File: src/rtl/iq_readout_seq_if.sv
// Output sample stream between the IQ readout sequencer and its consumer.
// Latency: none, wires only.
// Backpressure: a word transfers when out_valid && out_ready; the source holds out_data while stalled.
// Signals: out_data (16-bit sample word), out_valid (source), out_ready (sink).
interface iq_readout_seq_if;
  logic [15:0] out_data;
  logic        out_valid;
  logic        out_ready;

  modport master (output out_data, output out_valid, input out_ready);
  modport slave  (input out_data, input out_valid, output out_ready);
endinterface

File: src/rtl/iq_readout_seq.sv
// Sequences an IQ sampler read port and streams count pairs as I0,Q0,I1,Q1,...
// Latency: first word valid 5 cycles after an accepted start (SYNC, PRIME, CAP_I, CAP_Q, then registered out).
// Backpressure: out_ready low holds the current word stable; sampler reads pause until the pair drains.
// Ports: rd_clk/rd_rst_n clock and async active-low reset; start/abort/count/offset control;
//        rd_sync/rd_i/rd_q/rd_offset/rd_iq sampler read port; stream output words; busy/done status.
module iq_readout_seq #(
  parameter int CNT_W = 13
) (
  input  logic             rd_clk,
  input  logic             rd_rst_n,
  input  logic             start,
  input  logic             abort,
  input  logic [CNT_W-1:0] count,
  input  logic [11:0]      offset,
  output logic             rd_sync,
  output logic             rd_i,
  output logic             rd_q,
  output logic [11:0]      rd_offset,
  input  logic [15:0]      rd_iq,
  iq_readout_seq_if.master stream,
  output logic             busy,
  output logic             done
);

  typedef enum logic [2:0] {
    IDLE, SYNC, PRIME, CAP_I, CAP_Q, EMIT_I, EMIT_Q, FIN
  } state_t;

  state_t           state, state_nxt;
  logic [CNT_W-1:0] remain;
  logic [11:0]      offset_q;
  logic [15:0]      i_hold, q_hold;
  logic [15:0]      out_data_q;
  logic             out_valid_q;

  // Next-state logic; abort overrides every transition outside IDLE.
  always_comb begin
    state_nxt = state;
    unique case (state)
      IDLE:   if (start) state_nxt = (count != '0) ? SYNC : FIN;
      SYNC:   state_nxt = PRIME;
      PRIME:  state_nxt = CAP_I;
      CAP_I:  state_nxt = CAP_Q;
      CAP_Q:  state_nxt = EMIT_I;
      EMIT_I: if (stream.out_ready) state_nxt = EMIT_Q;
      EMIT_Q: if (stream.out_ready) state_nxt = (remain != '0) ? CAP_I : FIN;
      FIN:    state_nxt = IDLE;
      default: state_nxt = IDLE;
    endcase
    if (state != IDLE && abort) state_nxt = IDLE;
  end

  always_ff @(posedge rd_clk or negedge rd_rst_n) begin
    if (!rd_rst_n) state <= IDLE;
    else           state <= state_nxt;
  end

  // Datapath. The sampler presents a registered {I,Q} pair one cycle after the
  // address moves, and rd_i muxes the half, so I and Q of one address are read
  // in back-to-back CAP cycles; rd_q then advances the address for the next pair.
  always_ff @(posedge rd_clk or negedge rd_rst_n) begin
    if (!rd_rst_n) begin
      remain      <= '0;
      offset_q    <= '0;
      i_hold      <= '0;
      q_hold      <= '0;
      out_data_q  <= '0;
      out_valid_q <= 1'b0;
    end else begin
      if (state == IDLE && start && count != '0) begin
        remain   <= count;
        offset_q <= offset;
      end
      if (state == CAP_I) i_hold <= rd_iq;
      if (state == CAP_Q) begin
        q_hold <= rd_iq;
        remain <= remain - CNT_W'(1);
      end
      // Load the output word only on entry to an EMIT state so it holds while stalled.
      if (state != EMIT_I && state_nxt == EMIT_I) out_data_q <= i_hold;
      if (state == EMIT_I && state_nxt == EMIT_Q) out_data_q <= q_hold;
      out_valid_q <= (state_nxt == EMIT_I) || (state_nxt == EMIT_Q);
    end
  end

  assign rd_sync          = (state == SYNC);
  assign rd_i             = (state == CAP_I);
  assign rd_q             = (state == CAP_Q);
  assign rd_offset        = offset_q;
  assign busy             = (state != IDLE);
  assign done             = (state == FIN);
  assign stream.out_data  = out_data_q;
  assign stream.out_valid = out_valid_q;

endmodule

File: src/flat_wrapper.sv
// flat-port wrapper written by rule: the top's interface ports become plain ports
module iq_readout_seq_flat 
#(
  parameter int CNT_W = 13
)
  (rd_clk, rd_rst_n, start, abort, count, offset, rd_sync, rd_i, rd_q, rd_offset, rd_iq, busy, done, stream_out_data, stream_out_valid, stream_out_ready);
  iq_readout_seq_if stream_i ();
  input  logic rd_clk;
  input  logic rd_rst_n;
  input  logic start;
  input  logic abort;
  input  logic [CNT_W-1:0] count;
  input  logic [11:0] offset;
  output logic rd_sync;
  output logic rd_i;
  output logic rd_q;
  output logic [11:0] rd_offset;
  input  logic [15:0] rd_iq;
  output logic busy;
  output logic done;
  output wire logic [$bits(stream_i.out_data)-1:0] stream_out_data;
  output wire logic [$bits(stream_i.out_valid)-1:0] stream_out_valid;
  input wire logic [$bits(stream_i.out_ready)-1:0] stream_out_ready;
  assign stream_out_data = stream_i.out_data;
  assign stream_out_valid = stream_i.out_valid;
  assign stream_i.out_ready = stream_out_ready;
  iq_readout_seq #(.CNT_W(CNT_W)) u_core (.rd_clk(rd_clk), .rd_rst_n(rd_rst_n), .start(start), .abort(abort), .count(count), .offset(offset), .rd_sync(rd_sync), .rd_i(rd_i), .rd_q(rd_q), .rd_offset(rd_offset), .rd_iq(rd_iq), .stream(stream_i), .busy(busy), .done(done));
endmodule
File: config.mk
export PLATFORM = sky130hd
export DESIGN_NAME = iq_readout_seq_flat
export DESIGN_NICKNAME = d
export VERILOG_FILES = /design/src/rtl/iq_readout_seq_if.sv /design/src/rtl/iq_readout_seq.sv /design/src/flat_wrapper.sv
export SDC_FILE = /design/constraint.sdc
export NUM_CORES = 1
export LEC_CHECK = 0
export CAP_MARGIN = 0
export CORE_MARGIN = 5
export CORE_UTILIZATION = 56
export DETAILED_ROUTE_END_ITERATION = 7
export DONT_BUFFER_PORTS = 1
export MAX_ROUTING_LAYER = met4
export PLACE_DENSITY = 0.83
export SLEW_MARGIN = 20
export SYNTH_ARGS = -nofsm -noshare
export SYNTH_HDL_FRONTEND = slang
export SYNTH_SLANG_ARGS = --single-unit
File: constraint.sdc
create_clock -name rd_clk -period 1.7 [get_ports rd_clk]
set_clock_uncertainty 0.05 [all_clocks]
set_input_delay 0.34 -clock rd_clk [delete_from_list [all_inputs] [get_ports rd_clk]]
set_output_delay 0.34 -clock rd_clk [all_outputs]
set_load 0.02 [all_outputs]
==> After elaboration in Yosys (flattened, before gate mapping) <==
Index checks and enable logic that the tools add are counted.
{ "totals": {"out_inout_bits": 34, "in_bits": 46, "elab_cells": 41, "register_bits": 77} }
{ "op_classes": {"add_sub_neg": 1, "eq_ne": 10, "n_reduce_logical": 12, "n_mux": 11} }
{ "op_table": {"columns": ["cell", "n"], "rows": [
  ["$mux 16", 2],
  ["$mux 13", 2],
  ["$reduce_bool 13->1", 2],
  ["$pmux 3 s8", 1],
  ["$eq 3x3->1 const B", 6],
  ["$mux 3", 6],
  ["$sub 13x1->13 const B", 1],
  ["$eq 3x2->1 const B", 2],
  ["$logic_and 1x1->1", 5],
  ["$reduce_bool 2->1", 2],
  ["$eq 3x1->1 const B", 1],
  ["$logic_not 3->1", 1],
  ["$ne 3x3->1 const B", 1],
  ["$reduce_bool 3->1", 1],
  ["$logic_or 1x1->1", 1]
]} }

==> Longest topological paths before layout <==
Gate-level depths: netlist (run 1).
{ "depth": {"depth_word": 9, "mapped_depth": 7} }

==> Worst setup path before layout (run 1) <==
Ideal clock, no wire load.
{ "synth_path": {"kind": "register to register", "from": "reg u_core.state[0]", "to": "reg u_core.i_hold[1]", "slack_ns": -0.025, "stages_incl_launch_ff": 6, "arrival_time_ns": 1.550, "required_ns": 1.525, "n_path_buf": 2, "path_cell_list": "dfrtp_1 -> buf_2 -> nand2_1 -> nor2_2 -> buf_4 -> mux2_2"} }
{ "synth_between": {"elab_chain_len": 1} }
{ "synth_rtl": {"columns": ["element", "line_no", "source"], "rows": [
  ["start: declaration", "iq_readout_seq.sv:29", "state_t state, state_nxt;"],
  ["start signal: assignment", "iq_readout_seq.sv:55", "else state <= state_nxt;"],
  ["$eq 3x2->1", null, null],
  ["named net rd_i", "flat_wrapper.sv:15", "output logic rd_i;"],
  ["end signal: assignment", "iq_readout_seq.sv:74", "if (state == CAP_I) i_hold <= rd_iq;"],
  ["end: declaration", "iq_readout_seq.sv:32", "logic [15:0] i_hold, q_hold;"]
]} }
The timed path passes the listed nets, and every way through them passes these cells.
A chain may end at the register's enable or synchronous reset.

==> Final worst setup path (run 1) <==
{ "layout_path": {"from": "reg u_core.remain[7]", "to": "reg u_core.state[2]"} }
{ "layout_between": {"elab_chain_len": 5} }
{ "layout_rtl": {"columns": ["element", "line_no", "source"], "rows": [
  ["start: declaration", "iq_readout_seq.sv:30", "logic [CNT_W-1:0] remain;"],
  ["start signal: assignment", "iq_readout_seq.sv:71", "remain <= count;"],
  ["start signal: assignment", "iq_readout_seq.sv:77", "remain <= remain - CNT_W'(1);"],
  ["$reduce_bool 13->1", "iq_readout_seq.sv:46", "EMIT_Q: if (stream.out_ready) state_nxt = (remain != '0) ? CAP_I : FIN;"],
  ["$mux 3 (2 in series)", "iq_readout_seq.sv:46", null],
  ["$pmux 3 s8", "iq_readout_seq.sv:39", "unique case (state)"],
  ["$mux 3", "iq_readout_seq.sv:50", "if (state != IDLE && abort) state_nxt = IDLE;"],
  ["named net u_core.state_nxt[2]", "iq_readout_seq.sv:29", null]
]} }
The timed path passes the listed nets, and every way through them passes these cells.

==> flow_metrics.env, run 1 <==
export IMPL_status="finished with violations"
export IMPL_dp_slack_ns=-0.124
export IMPL_grt_overflow=0
export IMPL_place_congestion=0.976
export IMPL_p_leak_nw=1.80
export IMPL_drtIter0Drc=158
export IMPL_synth_area_per_cell_um2=10.5
export IMPL_clock_sinks=77
export IMPL_setup_worst_path_class="reg2reg"
export IMPL_syn_inst=324
export IMPL_cts_root_buf="clkbuf_8"
export IMPL_cp_common_cell="or4_4"
export IMPL_areaGrowthSynthToFinish_pct=21.4
export IMPL_wl_um=8130
export IMPL_port_buffers=0
export IMPL_wire_per_inst_um=18.3
export IMPL_layoutNonFillerInstCount=444
export IMPL_ys_flop_type="dfrtp_1"
export IMPL_setup_slack_ns=-0.0376
export IMPL_required_ns=1.93
export IMPL_ir_worst_vdd_uv=1090
export IMPL_fin_util=0.698
export IMPL_dp_cells=415
export IMPL_dieArea_um2=7730
export IMPL_ant_nets=0
export IMPL_antenna_found_initial=0
export IMPL_setup_worst_path_end_class="flop"
export IMPL_start_kind="flop"
export IMPL_hold_violations=77
export IMPL_final_nets=412
export IMPL_placed_cell_area_um2=3690
export IMPL_grt_pass1_wl_um=13100
export IMPL_syn_num_nets=372
export IMPL_drive_above_1_share=0.312
export IMPL_crit_fanout=2
export IMPL_hold_ws_ns=-0.382
export IMPL_ys_async_sr_fraction=1.00
export IMPL_synth_distinct_cells=41
export IMPL_ys_seq_area_frac=0.567
export IMPL_cts_tree="built"
export IMPL_max_freq_ghz=0.576
export IMPL_cap_viol_max_count=0
export IMPL_htree_levels=3
export IMPL_yosys_warnings=0
export IMPL_crit_slowest_cell="or4_4"
export IMPL_diodes=0
export IMPL_die_y_um=87.9
export IMPL_synth_area_um2=3400
export IMPL_critPathTopFamily="simple AND/OR/NAND/NOR gates"
export IMPL_design_area_um2=4130
export IMPL_path_clk_slew_ns=0.08
export IMPL_setup_tns_final_ns=-0.0886
export IMPL_viasPerCell=5.95
export IMPL_initial_core_util=0.574
export IMPL_die_width_um=87.9
export IMPL_path_cells="or4_4 > or4_4 > a31oi_2"
export IMPL_clockBufferDepth=2
export IMPL_drc=0
export IMPL_num_vias=2643
export IMPL_grt_start_max_net_pins=78
export IMPL_grt_setup_unrepaired="yes"
export IMPL_hpwl_um=5300
export IMPL_hold_path_class="in2async"
export IMPL_ioPinCount=80
export IMPL_clk_latency_ns=0.35
export IMPL_rows=28
export IMPL_min_period_over_period=1.02
export IMPL_fin_crit_ns=1.74
export IMPL_violations="hold timing, setup timing"
export IMPL_synth_edff_count=0
export IMPL_total_power_mw=8.61
export IMPL_drt_first_pass_iters=4
export IMPL_num_fill_cells=421
export IMPL_slew_viol_final=0
export IMPL_fp_coreArea_um2=5920
export IMPL_tightest_slew_ns=0.438
export IMPL_ys_ff_latch=77
export IMPL_p_per_area_nw_per_um2=2080
export IMPL_path_buf_inv=0
export IMPL_max_stage_delay_ns=0.55
export IMPL_track_usage=0.230
export IMPL_arrival_ns=1.96
export IMPL_cts_buffers=9
export IMPL_slew_headroom=0.707
export IMPL_grt_pass1_vias=2712
export IMPL_setup_viol=5
-- cells in the final DEF, fill, tap and decap left out, types with 3 or more instances in the layout --
cell type  Yosys  layout
a31o_2         3       3
nand4_1        4       4
buf_4          1      31
a21oi_1       23      23
o22ai_1       17      17
nor2_1        26      26
o21ai_0        7       5
buf_12         0       3
clkbuf_8       0       9
nor3_1         6       4
nand2_1       63      61
buf_6          0      11
or3_1          3       3
inv_2          0       4
inv_6          0       3
dfrtp_1       77      75
nor4_1         5       3
mux2_2        28      28
o221ai_1       4       4
nand3_1        7       7
-- repair_timing --
item | in CTS | in global routing
buffers inserted | 9 | 4
pin swaps | 4 | 6
endpoints found under the setup margin | 8 | 30
gates resized for setup | 16 | 22
hold endpoints to repair | 77 | 77
-- worst paths after layout --
path | slack (ns) | from | endpoint | depth (start not counted)
max | -0.04 | u_core.remain[7]$_DFFE_PN0P_ | u_core.state[2]$_DFF_PN0_ | 3
min | -0.38 | rd_rst_n | u_core.remain[6]$_DFFE_PN0P_ | 0
max reg2reg | -0.04 | u_core.remain[7]$_DFFE_PN0P_ | u_core.state[2]$_DFF_PN0_ | 3
min reg2reg | 0.43 | u_core.q_hold[12]$_DFFE_PN0P_ | u_core.q_hold[12]$_DFFE_PN0P_ | 2
max in group asynchronous | 1.86 | rd_rst_n | u_core.q_hold[8]$_DFFE_PN0P_ | 0
min in group rd_clk | 0.02 | abort | u_core.stream.out_valid$_DFF_PN0_ | 1
-- cell usage after synthesis (2+ instances only) --
master | count | area, µm²
o211a_1 | 2 | 20.0
nor4b_4 | 2 | 47.6
o31ai_1 | 2 | 15.0
clkbuf_1 | 6 | 22.5
dfrtp_1 | 77 | 1930
a21oi_1 | 23 | 115
o221ai_1 | 4 | 35.0
a31oi_1 | 3 | 18.8
nand4_1 | 4 | 25.0
mux2_2 | 28 | 315
nand2b_1 | 2 | 12.5
nor2_1 | 26 | 97.6
nand3_1 | 7 | 35.0
a31o_2 | 3 | 26.3
nor3_1 | 6 | 30.0
nor4_1 | 5 | 31.3
inv_1 | 5 | 18.8
buf_1 | 2 | 7.51
ha_1 | 2 | 25.0
o21ai_0 | 7 | 35.0
or3_1 | 3 | 18.8
buf_2 | 8 | 40.0
o22ai_1 | 17 | 106
nand2_1 | 63 | 236
-- final cells by class --
class,instances,area [µm²],area share
Clock buffer,9,124,0.0300
Clock inverter,7,80.1,0.0194
Inverter,5,18.8,0.00454
Multi-Input combinational cell,225,1450,0.352
Sequential cell,77,1930,0.467
Tap cell,75,93.8,0.0227
Timing Repair Buffer,46,432,0.105
-- routing by layer --
layer | vias to the layer above | wire [µm] | GRT usage
li1 | 1234 | - | -
met1 | 1296 | 3460 | 0.291
met2 | 100 | 3830 | 0.348
met5 | - | 0 | -
met4 | 0 | 125 | 0.0907
met3 | 13 | 707 | 0.0668
-- worst register-to-register path, delay by kind of cell, from the launching register on --
| family | cells | cell delay (ns) |
|---|---|---|
| AOI/OAI and AO/OA | 1 | 0.17 |
| and+or+nand+nor | 2 | 1.05 |
| DFF | 1 | 0.39 |
-- flip-flops by register name (all words and copies together) (netlist names) --
register                 flops
u_core.i_hold               16
u_core.q_hold               16
u_core.rd_offset            12
u_core.remain               13
u_core.state                 3
u_core.stream.out_data      16
u_core.stream.out_valid      1
-- where the power goes --
group	switching (mW)	internal, mW
registers	1.05	2.75
clock network	0.728	0.695
logic	1.64	1.74
total	3.42	5.19
-- logic make-up after synthesis --
logic type / share of synthesized area
fa+ha+maj: 0.00736
simple gates: 0.185
compound gates: 0.118
mux: 0.0927
buf+inv: 0.0283
flops: 0.567
xor+xnor: 0.00258
No activity file was read; power rests on OpenSTA's default activity.
==> run 2, diff against run 1 <==
--- a/config.mk
+++ b/config.mk
@@ -7,11 +7,11 @@
 export LEC_CHECK = 0
 export CAP_MARGIN = 0
 export CORE_MARGIN = 5
-export CORE_UTILIZATION = 56
+export CORE_UTILIZATION = 59
 export DETAILED_ROUTE_END_ITERATION = 7
 export DONT_BUFFER_PORTS = 1
 export MAX_ROUTING_LAYER = met4
-export PLACE_DENSITY = 0.83
+export PLACE_DENSITY = 0.84
 export SLEW_MARGIN = 20
 export SYNTH_ARGS = -nofsm -noshare
 export SYNTH_HDL_FRONTEND = slang
==> constraint.sdc (replaced) <==
create_clock -name rd_clk -period 1.99 [get_ports rd_clk]
set_clock_uncertainty 0.05 [all_clocks]
set_input_delay 0.398 -clock rd_clk [delete_from_list [all_inputs] [get_ports rd_clk]]
set_output_delay 0.398 -clock rd_clk [all_outputs]
set_load 0.02 [all_outputs]
==> run 2 against run 1 <==
  * The flow finishes with violations (hold timing)
  * Setup slack improved by 0.10 ns
  * Global-route usage down 0.61 points
  * Hold slack better by 0.056 ns
==> flow_metrics.env, run 2 (synthesis results as in run 1) <==
export IMPL_slew_viol_final=0
export IMPL_viasPerCell=6.11
export IMPL_cap_viol_max_count=0
export IMPL_max_freq_ghz=0.520
export IMPL_diodes=0
export IMPL_dieArea_um2=7380
export IMPL_grt_pass1_vias=2589
export IMPL_combPwrFrac=0.327
export IMPL_p_switching_mw=2.70
export IMPL_rows=27
export IMPL_critPathTopFamily="flip-flops"
export IMPL_fin_crit_ns=1.92
export IMPL_crit_fanout=18
export IMPL_reg2reg_depth=4
export IMPL_ant_nets=0
export IMPL_violations="hold timing"
export IMPL_grt_start_max_net_pins=78
export IMPL_htree_levels=3
export IMPL_num_fill_cells=434
export IMPL_cts_buffers=9
export IMPL_hold_path_class="in2async"
export IMPL_place_congestion=0.852
export IMPL_antenna_found_initial=0
export IMPL_layoutNonFillerInstCount=414
export IMPL_cts_tree="built"
export IMPL_clockBufferDepth=2
export IMPL_track_usage=0.224
export IMPL_r2r_start="u_core.state[2]$_DFF_PN0_"
export IMPL_fin_util=0.682
export IMPL_final_nets=385
export IMPL_path_clk_slew_ns=0.09
export IMPL_initial_core_util=0.614
export IMPL_crit_slowest_cell="dfrtp_1"
export IMPL_slew_headroom=0.671
export IMPL_mostFrequentLayoutCell="dfrtp_1"
export IMPL_arrival_ns=1.48
export IMPL_p_clk_frac=0.182
export IMPL_grt_setup_unrepaired="no"
export IMPL_fp_coreArea_um2=5540
export IMPL_p_per_area_nw_per_um2=1770
export IMPL_ioPinCount=80
export IMPL_hold_ws_ns=-0.326
export IMPL_min_period_over_period=0.966
export IMPL_drc=0
export IMPL_cts_setup_buffers=0
export IMPL_drt_first_pass_iters=6
export IMPL_setup_tns_final_ns=0
export IMPL_hpwl_um=5250
export IMPL_power_share_sequential=0.490
export IMPL_p_leak_nw=1.64
export IMPL_drive_above_1_share=0.216
export IMPL_die_y_um=85.9
export IMPL_required_ns=1.54
export IMPL_max_stage_delay_ns=0.46
export IMPL_cts_root_buf="clkbuf_8"
export IMPL_dp_cells=398
export IMPL_start_kind="flop"
export IMPL_r2r_setup_slack_ns=0.20
export IMPL_tightest_slew_ns=0.489
export IMPL_hold_violations=77
export IMPL_status="finished with violations"
export IMPL_wire_per_inst_um=18.3
export IMPL_path_cells="buf_4 > nand2_1 > nor2_2 > buf_12"
export IMPL_intPower_mw=3.99
export IMPL_setup_viol=0
export IMPL_clk_latency_ns=0.36
export IMPL_wl_um=7570
export IMPL_critPathLaunch="u_core.state[1]$_DFF_PN0_"
export IMPL_layout_common_cells="dfrtp_1, nand2_1, mux2_2"
export IMPL_switching_share=0.404
export IMPL_clock_sinks=77
export IMPL_reg2reg_to="u_core.remain[1]$_DFFE_PN0P_"
export IMPL_port_buffers=0
export IMPL_setup_worst_path_class="reg2out"
export IMPL_path_buf_inv=2
export IMPL_grt_overflow=0
export IMPL_areaGrowthSynthToFinish_pct=11.1
export IMPL_setup_worst_path_end_class="output pin"
export IMPL_drtIter0Drc=166
export IMPL_die_width_um=85.9
export IMPL_ir_worst_vdd_uv=769
export IMPL_grt_pass1_wl_um=12500
export IMPL_num_vias=2528
-- run 2: cell count changes in the layout (fill, tap and decap cells not counted), sizes merged --
cell,previous run,this run
buf,46,19
-- run 2: timing repair --
action,4_1_cts,5_1_grt
endpoints found under the setup margin,1,1
gates resized for setup,1,2
endpoints found under the hold margin,77,77
pin swaps,0,0
-- run 2: how the worst max path moves through the flow --
stage | end | slack (ns) | depth (start not counted)
after floorplan | u_core.i_hold[1]$_DFFE_PN0P_ | 0.27 | 5
after global placement | u_core.remain[1]$_DFFE_PN0P_ | 0.26 | 4
after detailed placement | u_core.rd_offset[5]$_DFFE_PN0P_ | 0.22 | 5
after CTS | rd_q | 0.01 | 4
after global routing | rd_i | 0.003 | 4
final | rd_i | 0.07 | 4
-- run 2: area by class of cell --
| class | count | area (µm²) | share of cell area |
|---|---|---|---|
| clock inverters | 7 | 80.1 | 0.0212 |
| inverters | 5 | 18.8 | 0.00497 |
| repair buffers | 19 | 159 | 0.0421 |
| flip-flops and latches | 77 | 1930 | 0.510 |
| clock buffers | 9 | 124 | 0.0328 |
| well taps | 72 | 90.1 | 0.0238 |
| multi-input cells | 225 | 1380 | 0.365 |
-- run 2: through the flow --
step / setup slack (ns) / hold WS [ns] / power, mW / area (µm²)
3_3_place_gp: 0.256 / 0.0545 / 5.35 / 3570
2_1_floorplan: 0.265 / 0.0524 / 4.81 / 3400
3_5_place_dp: 0.220 / 0.0544 / 5.49 / 3570
5_1_grt: 0.00330 / -0.347 / 7.17 / 3780
4_1_cts: 0.0139 / -0.334 / 6.72 / 3770
6_report: 0.0669 / -0.326 / 6.69 / 3780
-- run 2: worst register-to-register path, stage by stage (launching register included) --
cell and delay [ns]:
dfrtp_2 0.47, nor3_1 0.30, nand2_1 0.30, o21ai_0 0.37, o221ai_1 0.17
-- run 2: power by group through the flow --
stage	registers (mW)	clock network, mW	logic, mW
after global routing	3.39	1.30	2.48
after CTS	3.28	1.24	2.20
after detailed placement	3.31	0	2.18
after floorplan	3.13	0	1.68
after global placement	3.26	0	2.10
final	3.28	1.22	2.19
-- run 2: metal layers --
metal	up-vias	routed length, µm	global-route usage
li1	1177	-	-
met1	1219	3240	0.288
met2	118	3440	0.330
met3	14	790	0.0855
met4	0	96	0.0647
met5	-	0	-
